**config.mk**
```make
export PLATFORM = sky130hd
export DESIGN_NAME = aes_round_sequencer
export DESIGN_NICKNAME = d
export VERILOG_FILES = /design/src/rtl/aes_round_sequencer.sv
export SDC_FILE = /design/constraint.sdc
export NUM_CORES = 1
export LEC_CHECK = 0
export ABC_AREA = 1
export ABC_CLOCK_PERIOD_IN_PS = 2000
export CAP_MARGIN = 0
export CORE_MARGIN = 2
export CORE_UTILIZATION = 28
export CTS_CLUSTER_SIZE = 10
export DETAILED_ROUTE_END_ITERATION = 8
export PLACE_DENSITY = 0.61
export SLEW_MARGIN = 30
export SYNTH_ARGS = -nofsm -noshare
export SYNTH_HDL_FRONTEND = slang
export SYNTH_SLANG_ARGS = --single-unit
```
**constraint.sdc**
```tcl
create_clock -name clk -period 2 [get_ports clk]
set_input_delay 0.2 -clock clk [delete_from_list [all_inputs] [get_ports clk]]
set_output_delay 0.2 -clock clk [all_outputs]
set_load 0.02 [all_outputs]
```
**src/rtl/aes_round_sequencer.sv**
```systemverilog
// aes_round_sequencer: round/step controller for the multicycle AES-128/192/256 datapath
// Ports: clk/rst_n (async active-low); in_valid_i/in_ready_o accept a block, key_mode_i picks the key size;
// out_valid_o/out_ready_i hand off the ciphertext; abort_i flushes to idle; load_input_o, round_step_o,
// round_index_o, last_round_o, enable_ks_o drive the datapath and key schedule; busy_o flags activity.
module aes_round_sequencer #(
  parameter int STEPS_PER_ROUND  = 3,
  parameter int LAST_ROUND_STEPS = 2,
  localparam int STEP_W = (STEPS_PER_ROUND > 1) ? $clog2(STEPS_PER_ROUND) : 1
) (
  input  logic              clk,
  input  logic              rst_n,
  input  logic              in_valid_i,
  output logic              in_ready_o,
  input  logic [1:0]        key_mode_i,
  output logic              out_valid_o,
  input  logic              out_ready_i,
  input  logic              abort_i,
  output logic              load_input_o,
  output logic [STEP_W-1:0] round_step_o,
  output logic [3:0]        round_index_o,
  output logic              last_round_o,
  output logic              enable_ks_o,
  output logic              busy_o
);
  typedef enum logic [1:0] {IDLE, RUN, DONE} state_e;
  localparam logic [STEP_W-1:0] FULL_MAX = STEP_W'(STEPS_PER_ROUND - 1);
  localparam logic [STEP_W-1:0] LAST_MAX = STEP_W'(LAST_ROUND_STEPS - 1);
  state_e st_q, st_d;
  logic [3:0] idx_q, idx_d, nr;
  logic [STEP_W-1:0] step_q, step_d, step_max;
  logic [1:0] mode_q, mode_d;
  logic run, last, bad, out_xfer;
  always_comb begin
    nr           = mode_q == 2'd1 ? 4'd12 : mode_q == 2'd2 ? 4'd14 : 4'd10;
    run          = st_q == RUN;
    last         = idx_q == nr;
    step_max     = last ? LAST_MAX : FULL_MAX;
    // counter values the sequence can never produce; treated as corruption
    bad          = idx_q == 4'd0 || idx_q > nr || step_q > step_max;
    // abort masks acceptance even when a DONE hand-off would otherwise allow it
    in_ready_o   = !abort_i && (st_q == IDLE || (st_q == DONE && out_ready_i));
    load_input_o = in_valid_i && in_ready_o;
    out_valid_o  = st_q == DONE;
    out_xfer     = out_valid_o && out_ready_i;
    round_step_o = run ? step_q : '0;
    round_index_o = run ? idx_q : 4'd0;
    last_round_o = run && last;
    enable_ks_o  = run && step_q == '0;
    busy_o       = st_q != IDLE;
  end
  always_comb begin
    st_d   = st_q;
    idx_d  = idx_q;
    step_d = step_q;
    mode_d = mode_q;
    if (abort_i) begin
      st_d   = IDLE;
      idx_d  = 4'd0;
      step_d = '0;
    end else if (load_input_o) begin
      // covers both the IDLE accept and the back-to-back accept in DONE
      st_d   = RUN;
      idx_d  = 4'd1;
      step_d = '0;
      mode_d = key_mode_i == 2'd3 ? 2'd0 : key_mode_i;
    end else begin
      case (st_q)
        RUN: begin
          if (bad) begin
            st_d   = IDLE;
            idx_d  = 4'd0;
            step_d = '0;
          end else if (step_q != step_max) begin
            step_d = step_q + STEP_W'(1);
          end else if (last) begin
            st_d   = DONE;
            idx_d  = 4'd0;
            step_d = '0;
          end else begin
            step_d = '0;
            idx_d  = idx_q + 4'd1;
          end
        end
        DONE: begin
          if (out_xfer || idx_q != 4'd0 || step_q != '0) begin
            st_d   = IDLE;
            idx_d  = 4'd0;
            step_d = '0;
          end
        end
        default: begin
          st_d   = IDLE;
          idx_d  = 4'd0;
          step_d = '0;
        end
      endcase
    end
  end
  always_ff @(posedge clk or negedge rst_n) begin
    if (!rst_n) begin
      st_q   <= IDLE;
      idx_q  <= 4'd0;
      step_q <= '0;
      mode_q <= 2'd0;
    end else begin
      st_q   <= st_d;
      idx_q  <= idx_d;
      step_q <= step_d;
      mode_q <= mode_d;
    end
  end
endmodule
```
## Yosys cells after proc, flatten, opt, wreduce, memory -nomap -nowiden

Index checks and enable logic that the tools add are counted.

- Register bits: 10
- Output and inout bits: 12
- Input bits: 7
- Logic and storage cells: 64

- Reduce and logical (&&, ||, !) cells: 20
- Bitwise gates (word level): 1
- Equal/unequal tests: 10
- Add/sub/neg operators: 2
- Multiplexer cells: 25
- Order comparisons: 2

Operators with widths:

| cell | number |
|---|---|
| two-way mux 4 bit | 7 |
| two-way mux 2 bit | 13 |
| case mux 2 bit (2 select lines) | 2 |
| case mux 4 bit (2 select lines) | 1 |
| equality test 2 bit (second input constant) | 3 |
| two-way mux 3 bit | 2 |
| logical AND 1 bit | 5 |
| logical OR 1 bit | 5 |
| != test 5 x 3 -> 1 bit (second input constant) | 1 |
| != test 5 bit (second input constant) | 1 |
| adder 4 x 1 -> 4 bit (second input constant) | 1 |
| equality test 2 x 1 -> 1 bit (second input constant) | 2 |
| equality test 4 bit | 1 |
| > comparator 4 bit | 1 |
| zero test 2 bit | 2 |
| zero test 4 bit | 1 |
| != test 4 x 1 -> 1 bit (second input constant) | 1 |
| AND reduction 2 bit | 2 |
| nonzero test 2 bit | 2 |
| nonzero test 4 bit | 1 |
| AND reduction 3 bit | 1 |
| adder 2 x 1 -> 2 bit (second input constant) | 1 |
| > comparator 2 bit | 1 |
| != test 2 bit | 1 |
| 2 further kinds | 2 |

## Depth between registers and ports, before layout

- Depth in word-level cells: 11
- Mapped depth: 16
- Gate-level depth less buffers: 16

## Least setup slack after synthesis

OpenSTA, ideal clock, no wires.

- Path kind: register to register
- From: register mode_q[0]
- To: register idx_q[2]
- Setup time: 0.074 ns
- Stages on the path, launching flop included: 13
- Period minus slack after synthesis: 2.165 ns
- Data arrival time: 2.091 ns
- Required time: 1.926 ns
- Setup slack: -0.165 ns
- Buffers on the path: 0
- Cells stage by stage: dfrtp_1 > ha_1 > ha_1 > nand2_1 > clkinv_2 > nand2_4 > inv_1 > ha_1 > a21oi_2 > nand4_4 > nand2_4 > nand2_1 > o21ai_2

- Cells in the longest elaborated chain, start to end: 11
- Elaborated cells on any way between the ends: 19
- Classes of those cells: order compare: 2; eq/ne: 5; mux: 9; reduce/logical: 3

RTL lines:

| item | RTL line | RTL |
|---|---|---|
| start, declared | 31 | `logic [1:0] mode_q, mode_d;` |
| start signal, assigned | 109 | `mode_q <= mode_d;` |
| equality test 2 bit | 34 | `nr = mode_q == 2'd1 ? 4'd12 : mode_q == 2'd2 ? 4'd14 : 4'd10;` |
| two-way mux 3 bit | 34 |  |
| two-way mux 3 bit * | 34 |  |
| equality test 4 bit | 36 | `last = idx_q == nr;` |
| two-way mux 2 bit | 37 | `step_max = last ? LAST_MAX : FULL_MAX;` |
| > comparator 2 bit | 39 | `bad = idx_q == 4'd0 \|\| idx_q > nr \|\| step_q > step_max;` |
| logical OR 1 bit | 39 |  |
| two-way mux 4 bit | 69 | `if (bad) begin` |
| case mux 4 bit (2 select lines) | 67 | `case (st_q)` |
| two-way mux 4 bit | 60 | `end else if (load_input_o) begin` |
| two-way mux 4 bit | 56 | `if (abort_i) begin` |
| end signal, assigned | 107 | `idx_q <= idx_d;` |
| end, declared | 29 | `logic [3:0] idx_q, idx_d, nr;` |

Every way passes the cells marked *; elsewhere a longest branch is shown, timed or not. The select of a mux whose other input is x is not followed.
A chain may end at the register's enable or synchronous reset.

## Final worst setup path

- From: register mode_q[1]
- To: register idx_q[3]

The elaborated chain is that of the path after synthesis.

==> summary.txt <==
Die X = 58.0 um
Largest family of logic cells by synthesized area = simple AND/OR/NAND/NOR gates
RSZ-0062 raised after global routing = yes
Yosys warns = 0
Worst clock skew = 0.00610 ns
#FFs+latches synth = 10
Max cap viols = 0
Final slew viol count = 0
Layout cells sized above 1 = 31.7%
Setup Viol. Count Final = 5
Worst-Margin Slew = 0.508 ns
Seq/Total Area, Yosys = 30.6%
Peak supply drop = 0.000359 V
Post-synthesis compound-gate area fraction = 9.19%
Synth-to-Final Area Change = 53.3%
M1 wire length = 964 um
WS Path Type = reg -> reg
Met2 routed WL = 935 um
Synthesized cell area = 817 um^2
Simple-gate share of the synthesized area = 34.9%
Worst-path clk slew = 0.07 ns
Type of the tightest min-delay check = in -> async
Tmin final = 2.04 ns
Post-Place Worst Slack = -0.212 ns
Drt first pass iters = 4
CP Launch Type = flop
Failing checks = setup timing
Row cnt = 19
Vias after detailed routing = 805
Initial antenna violation count = 0
Status = finished with violations
Multiplexer share of the synthesized area = 1.23%
Total grt overflow = 0
Library cells used by synthesis = 24
Initial Utilization = 29.6%
Util after Layout = 45.4%
Final GP Congestion = 0.852
Port Buf Inserts = 18
Fin. Hold Viols = 0
Iter 0 DRT Violations = 14
Cells after Synth = 111
Die area = 3370 um^2
Mapped Nets = 125
Data required, critical path = 2.21 ns
Post-DP HPWL = 1.61 mm
Syn_area_per_cell = 7.36 um^2
Final wirelength = 2.02 mm
Commonest non-fill, non-tap cell in the layout = inv_1
Post-Synth XOR/XNOR Area = 2.14%
Antenna Diode Count = 0
Global-route wire length before repair = 3.49 mm
Final WS setup = -0.0391 ns
WP data arrival = 2.25 ns
Synth Area in Adders = 10.7%
Drt wl/cell = 11.6 um
Most frequent cells in the layout = inv_1 (17), nor2_1 (15), nand2_1 (15), clkdlybuf4s50_1 (14), dfrtp_1 (10)
Crit. End Element = flop
Fill cell count = 279
Pwr dens = 434 nW/um^2
CTS root buffer = clkbuf_4
CP Max Fanout = 7
Top sig layer = met4
Worst skew pair latency = 0.28 ns
CTS buffer count = 3
FMAX = 490 MHz
CTS H-tree depth = 1
R2R depth = 13
All-Layer GR Usage = 13.8%
CTS tree = yes
Hold Slack = 0.257 ns
Largest net degree at the start of global routing = 11
Final Cycle Share = 102%
CTS max path bufs = 2
Core area = 2760 um^2
Ports = 19
Clock sink count = 10
Vias in the first global route = 800
Antenna Nets Post-Route = 0
Die Y = 58.0 um
DRC Markers = 0
Leakage = 0.653 nW
Nets = 158
Worst slew margin = 66.0%
Via density = 4.65
Total length of routed met3 wires = 53 um
Total power = 0.000543 W
[through the flow]
stage	TNS, ns	instances	cell area (um^2)
2_1_floorplan	-0.260	111	860
3_3_place_gp	-0.992	167	1130
3_5_place_dp	-1.37	167	1130
4_1_cts	-0.347	172	1210
5_1_grt	-0.827	173	1250
6_report	-0.158	173	1250
[repair_timing]
action	in CTS	in global routing
buffers inserted	2	1
resized for setup	12	11
pin swaps	10	2
setup endpoints to repair	9	12
hold buffers	0	0
[synthesized netlist by cell type (all sizes together)]
master	number	share of area, %
nand3	11	7.4
clkinv	1	0.61
inv	23	11
o21ai	4	3.8
xor2	2	2.1
o31ai	1	0.92
a21oi	3	3.7
o22ai	1	0.77
mux2i	1	1.2
nor3	1	0.61
dfrtp	10	31
nand2	24	13
nor2	17	8.1
ha	7	11
nand4	5	5.7
[final cells by class]
type	count	area, um^2	area share (%)
multi-input cells	77	584	46.7
repair buffers	28	262	20.9
flip-flops and latches	10	250	20.0
inverters	24	95.1	7.59
well taps	31	38.8	3.10
clock buffers	3	22.5	1.80
[worst paths after layout]
check                                  to  slack, ns  startpoint
max in group asynchronous       mode_q[1]       1.40       rst_n
min in group clk                mode_q[1]       0.51   mode_q[1]
worst max-delay path             idx_q[3]      -0.04   mode_q[1]
worst min register to register  mode_q[1]       0.51   mode_q[1]
worst min-delay path             idx_q[0]       0.26       rst_n
worst max register to register   idx_q[3]      -0.04   mode_q[1]
[power breakdown]
part	internal, W	switching [W]
Sequential	0.000213	0.0000127
Clock	0.0000699	0.0000770
Combinational	0.0000784	0.0000920
[layer usage]
layer / global-route usage, % / up-vias
met5: 0 / -
met4: 8.97 / 0
met3: 1.56 / 5
met2: 22.2 / 10
met1: 17.3 / 373
li1: - / 417
[registers in the layout (all words and copies together), names as in the netlist]
signal and cells:
st_q 2, step_q 2, mode_q 2, idx_q 4
[critical path, cell delays in order (launching register included)]
cell and delay, ns:
dfrtp_1 0.38, inv_2 0.07, ha_4 0.20, ha_4 0.28
nand2_4 0.05, inv_4 0.07, nand2_4 0.06, inv_4 0.07
ha_4 0.22, a21oi_4 0.14, nand4_4 0.14, nand2_4 0.16
nand2_2 0.06, o21ai_2 0.05
[kinds of logic after synthesis]
group	after synthesis
and+or+nand+nor	58
buffers and inverters	24
DFF	10
AOI/OAI and AO/OA	9
adders and majority gates	7
xor gates and xnor gates	2
muxes	1
No activity file was read; power rests on OpenSTA's default activity.
==> RTL edit, RTL diff (same flow settings) <==
Encoding of `state_e`: now one-hot (3 bits for 3 states).
--- a/src/rtl/aes_round_sequencer.sv
+++ b/src/rtl/aes_round_sequencer.sv
@@ -24,3 +24,3 @@
 );
-  typedef enum logic [1:0] {IDLE, RUN, DONE} state_e;
+  typedef enum logic [2:0] {IDLE = 3'b001, RUN = 3'b010, DONE = 3'b100} state_e;
   localparam logic [STEP_W-1:0] FULL_MAX = STEP_W'(STEPS_PER_ROUND - 1);
Behaviour: no difference found for any inputs over 10 cycles, from zero or initial values and one cycle with rst_n low; not proved beyond that.
==> RTL edit against the original RTL <==
  * Via count increased by 12%
  * Clock power increased by 8%
  * Routed wire length increased by 11%
  * Cell count increased by 8.7%
  * Cell area increased by 5.2%
  * Fmax increased by 4.2%
  * Total power decreased by 0.15%
  * Sequential cell count increased by 1
  * Sequential share of layout area increased by 1.0 points
  * Worst setup slack improved by 0.082 ns
  * Sequential power increased by 8.8%
  * Synthesized area increased by 6.6%
  * Critical path type unchanged
  * Largest power group unchanged
  * Highest routed layer unchanged
==> RTL edit: results (changes against the original RTL) <==
{| class="wikitable"
! Metric !! Value
|-
| Run status || finished clean
|-
| Clock latency at the later pin of the worst-skew pair || 0.27 ns
|-
| Max IR drop VDD || 275.3 uV (-23%)
|-
| Pre-CTS WS || -0.07306 ns (+0.1385 ns)
|-
| Clock network power share || 0.293 (+0.022)
|-
| Async SR Flop Fraction || 1.000 (unchanged)
|-
| Library cells used by synthesis || 22 (-8.3%)
|-
| Pin count of the biggest net entering global routing || 12 (+1)
|-
| Routed vias || 905 (+12%)
|-
| Slowest stage cell, crit path || sky130_fd_sc_hd__dfrtp_1
|-
| Gate power share || 0.254 (-0.060)
|-
| Antenna cell count || 0 (unchanged)
|-
| Commonest cells in the synthesized netlist || 27 x sky130_fd_sc_hd__nand2_1, 19 x sky130_fd_sc_hd__inv_1, 14 x sky130_fd_sc_hd__nor2_1
|-
| Count of synthesis-stage warnings from yosys || 0 (unchanged)
|-
| Placement-stage cell area || 0.001152 mm^2 (+1.9%)
|-
| Clock Pin Slew Worst Setup and Hold Paths || roughly 0.080 ns
|-
| Stage delay of the slowest cell on the critical path || ~0.4 ns
|-
| Vias in the first global route || 810 (+1.3%)
|-
| Initial antenna violation count || 0 (unchanged)
|-
| Top area cells in the synthesized netlist || sky130_fd_sc_hd__dfrtp_1 29%, sky130_fd_sc_hd__nand2_1 12%, sky130_fd_sc_hd__ha_1 8.6%
|-
| Detail Placement HPWL || 1645 um (+2.4%)
|-
| Share of post-route cells with drive strength above 1 || 0.3032 (-0.01368)
|-
| Total CTS buffers || 3 (unchanged)
|-
| Kind of cell with the highest combined delay on the critical path || simple AND/OR/NAND/NOR gates
|-
| Wire length after detailed routing || 2242 um (+11%)
|-
| Internal power summed over all cells || 0.3805 mW (+5.3%)
|-
| Starting DRC count in detailed routing || 11 (-3)
|-
| Relative slew slack || 0.6517 (-0.008255)
|-
| Power drawn by the clock network || 0.159 mW (+8%)
|-
| Routability cong. || 0.8873 (+4.2%)
|-
| Global-route total usage across every layer || 0.1344 (-0.003239)
|-
| Number of detailed-routing iterations run before antenna repair || 4 (unchanged)
|-
| Synthesized net count || 134 (+7.2%)
|-
| Sequential cell area fraction in the yosys report || 0.3175 (+0.01125)
|-
| Root buf cell || sky130_fd_sc_hd__clkbuf_4
|-
| First-pass GRT wire length || 3615 um (+3.6%)
|-
| Number of buffers inserted by port buffering || 18 (unchanged)
|-
| Layout net count || 169 (+7.0%)
|-
| Worst-path maximum fanout || 5 (-2)
|-
| # H-tree levels || 1 (unchanged)
|-
| Utilization after layout || 0.4388 (-0.01542)
|-
| Clk buf depth || 2 (unchanged)
|-
| Count of filler cells inserted in the layout || 303 (+8.6%)
|-
| Reported leakage power || 0.7671 nW (+18%)
|-
| Worst hold path class || primary input to async pin
|-
| Maximum clock skew at final layout || 0.005424 ns (-0.0006739 ns)
|}
-- RTL edit: area by class of cell --
type	count	area share
clock buffer	4	0.01994
inverter	23	0.06743
multi-input combinational	87	0.4558
sequential	11	0.2099
tap	33	0.03134
timing repair buffer	30	0.2156
-- RTL edit: kinds of logic after synthesis --
group | Yosys count | synth area share
buf+inv | 23 | 0.09913
flops | 11 | 0.3175
xor+xnor | 1 | 0.01006
compound gates | 8 | 0.04884
fa+ha+maj | 6 | 0.08620
simple gates | 72 | 0.4382
-- RTL edit: path summary, 6_finish.rpt --
path                       slack [ns]  cells after the start                     to             startpoint
hold reg to reg                  0.59                      3  mode_q[1]$_DFFE_PN0P_  mode_q[1]$_DFFE_PN0P_
hold / removal                   0.27                      1  mode_q[1]$_DFFE_PN0P_                  rst_n
setup reg to reg                 0.04                     15   idx_q[3]$_DFFE_PN0P_  mode_q[1]$_DFFE_PN0P_
max in group asynchronous        1.37                      1    st_q[0]$_DFFE_PN1P_                  rst_n
min in group clk                 0.49                      3  mode_q[1]$_DFFE_PN0P_          key_mode_i[1]
setup / recovery                 0.04                     15   idx_q[3]$_DFFE_PN0P_  mode_q[1]$_DFFE_PN0P_
-- RTL edit: what timing repair did --
action	in CTS	in global routing
gates cloned	0	0
setup buffers	0	4
endpoints found under the setup margin	15	17
pin swaps	1	9
resized for setup	10	21
-- RTL edit: per-stage QoR --
stage               hold WS (ns)  std cells
floorplan               -0.09559        121
global placement          0.4659        180
detailed placement        0.4711        180
CTS                       0.2993        184
global route              0.3255        188
finish                    0.2690        188
-- RTL edit: routing by layer --
metal / global-route usage / wire length [um]
met1: 0.1775 / 1001
met2: 0.2143 / 1108
met3: 0.03030 / 109
met4: 0.04762 / 23
met5: 0 / 0
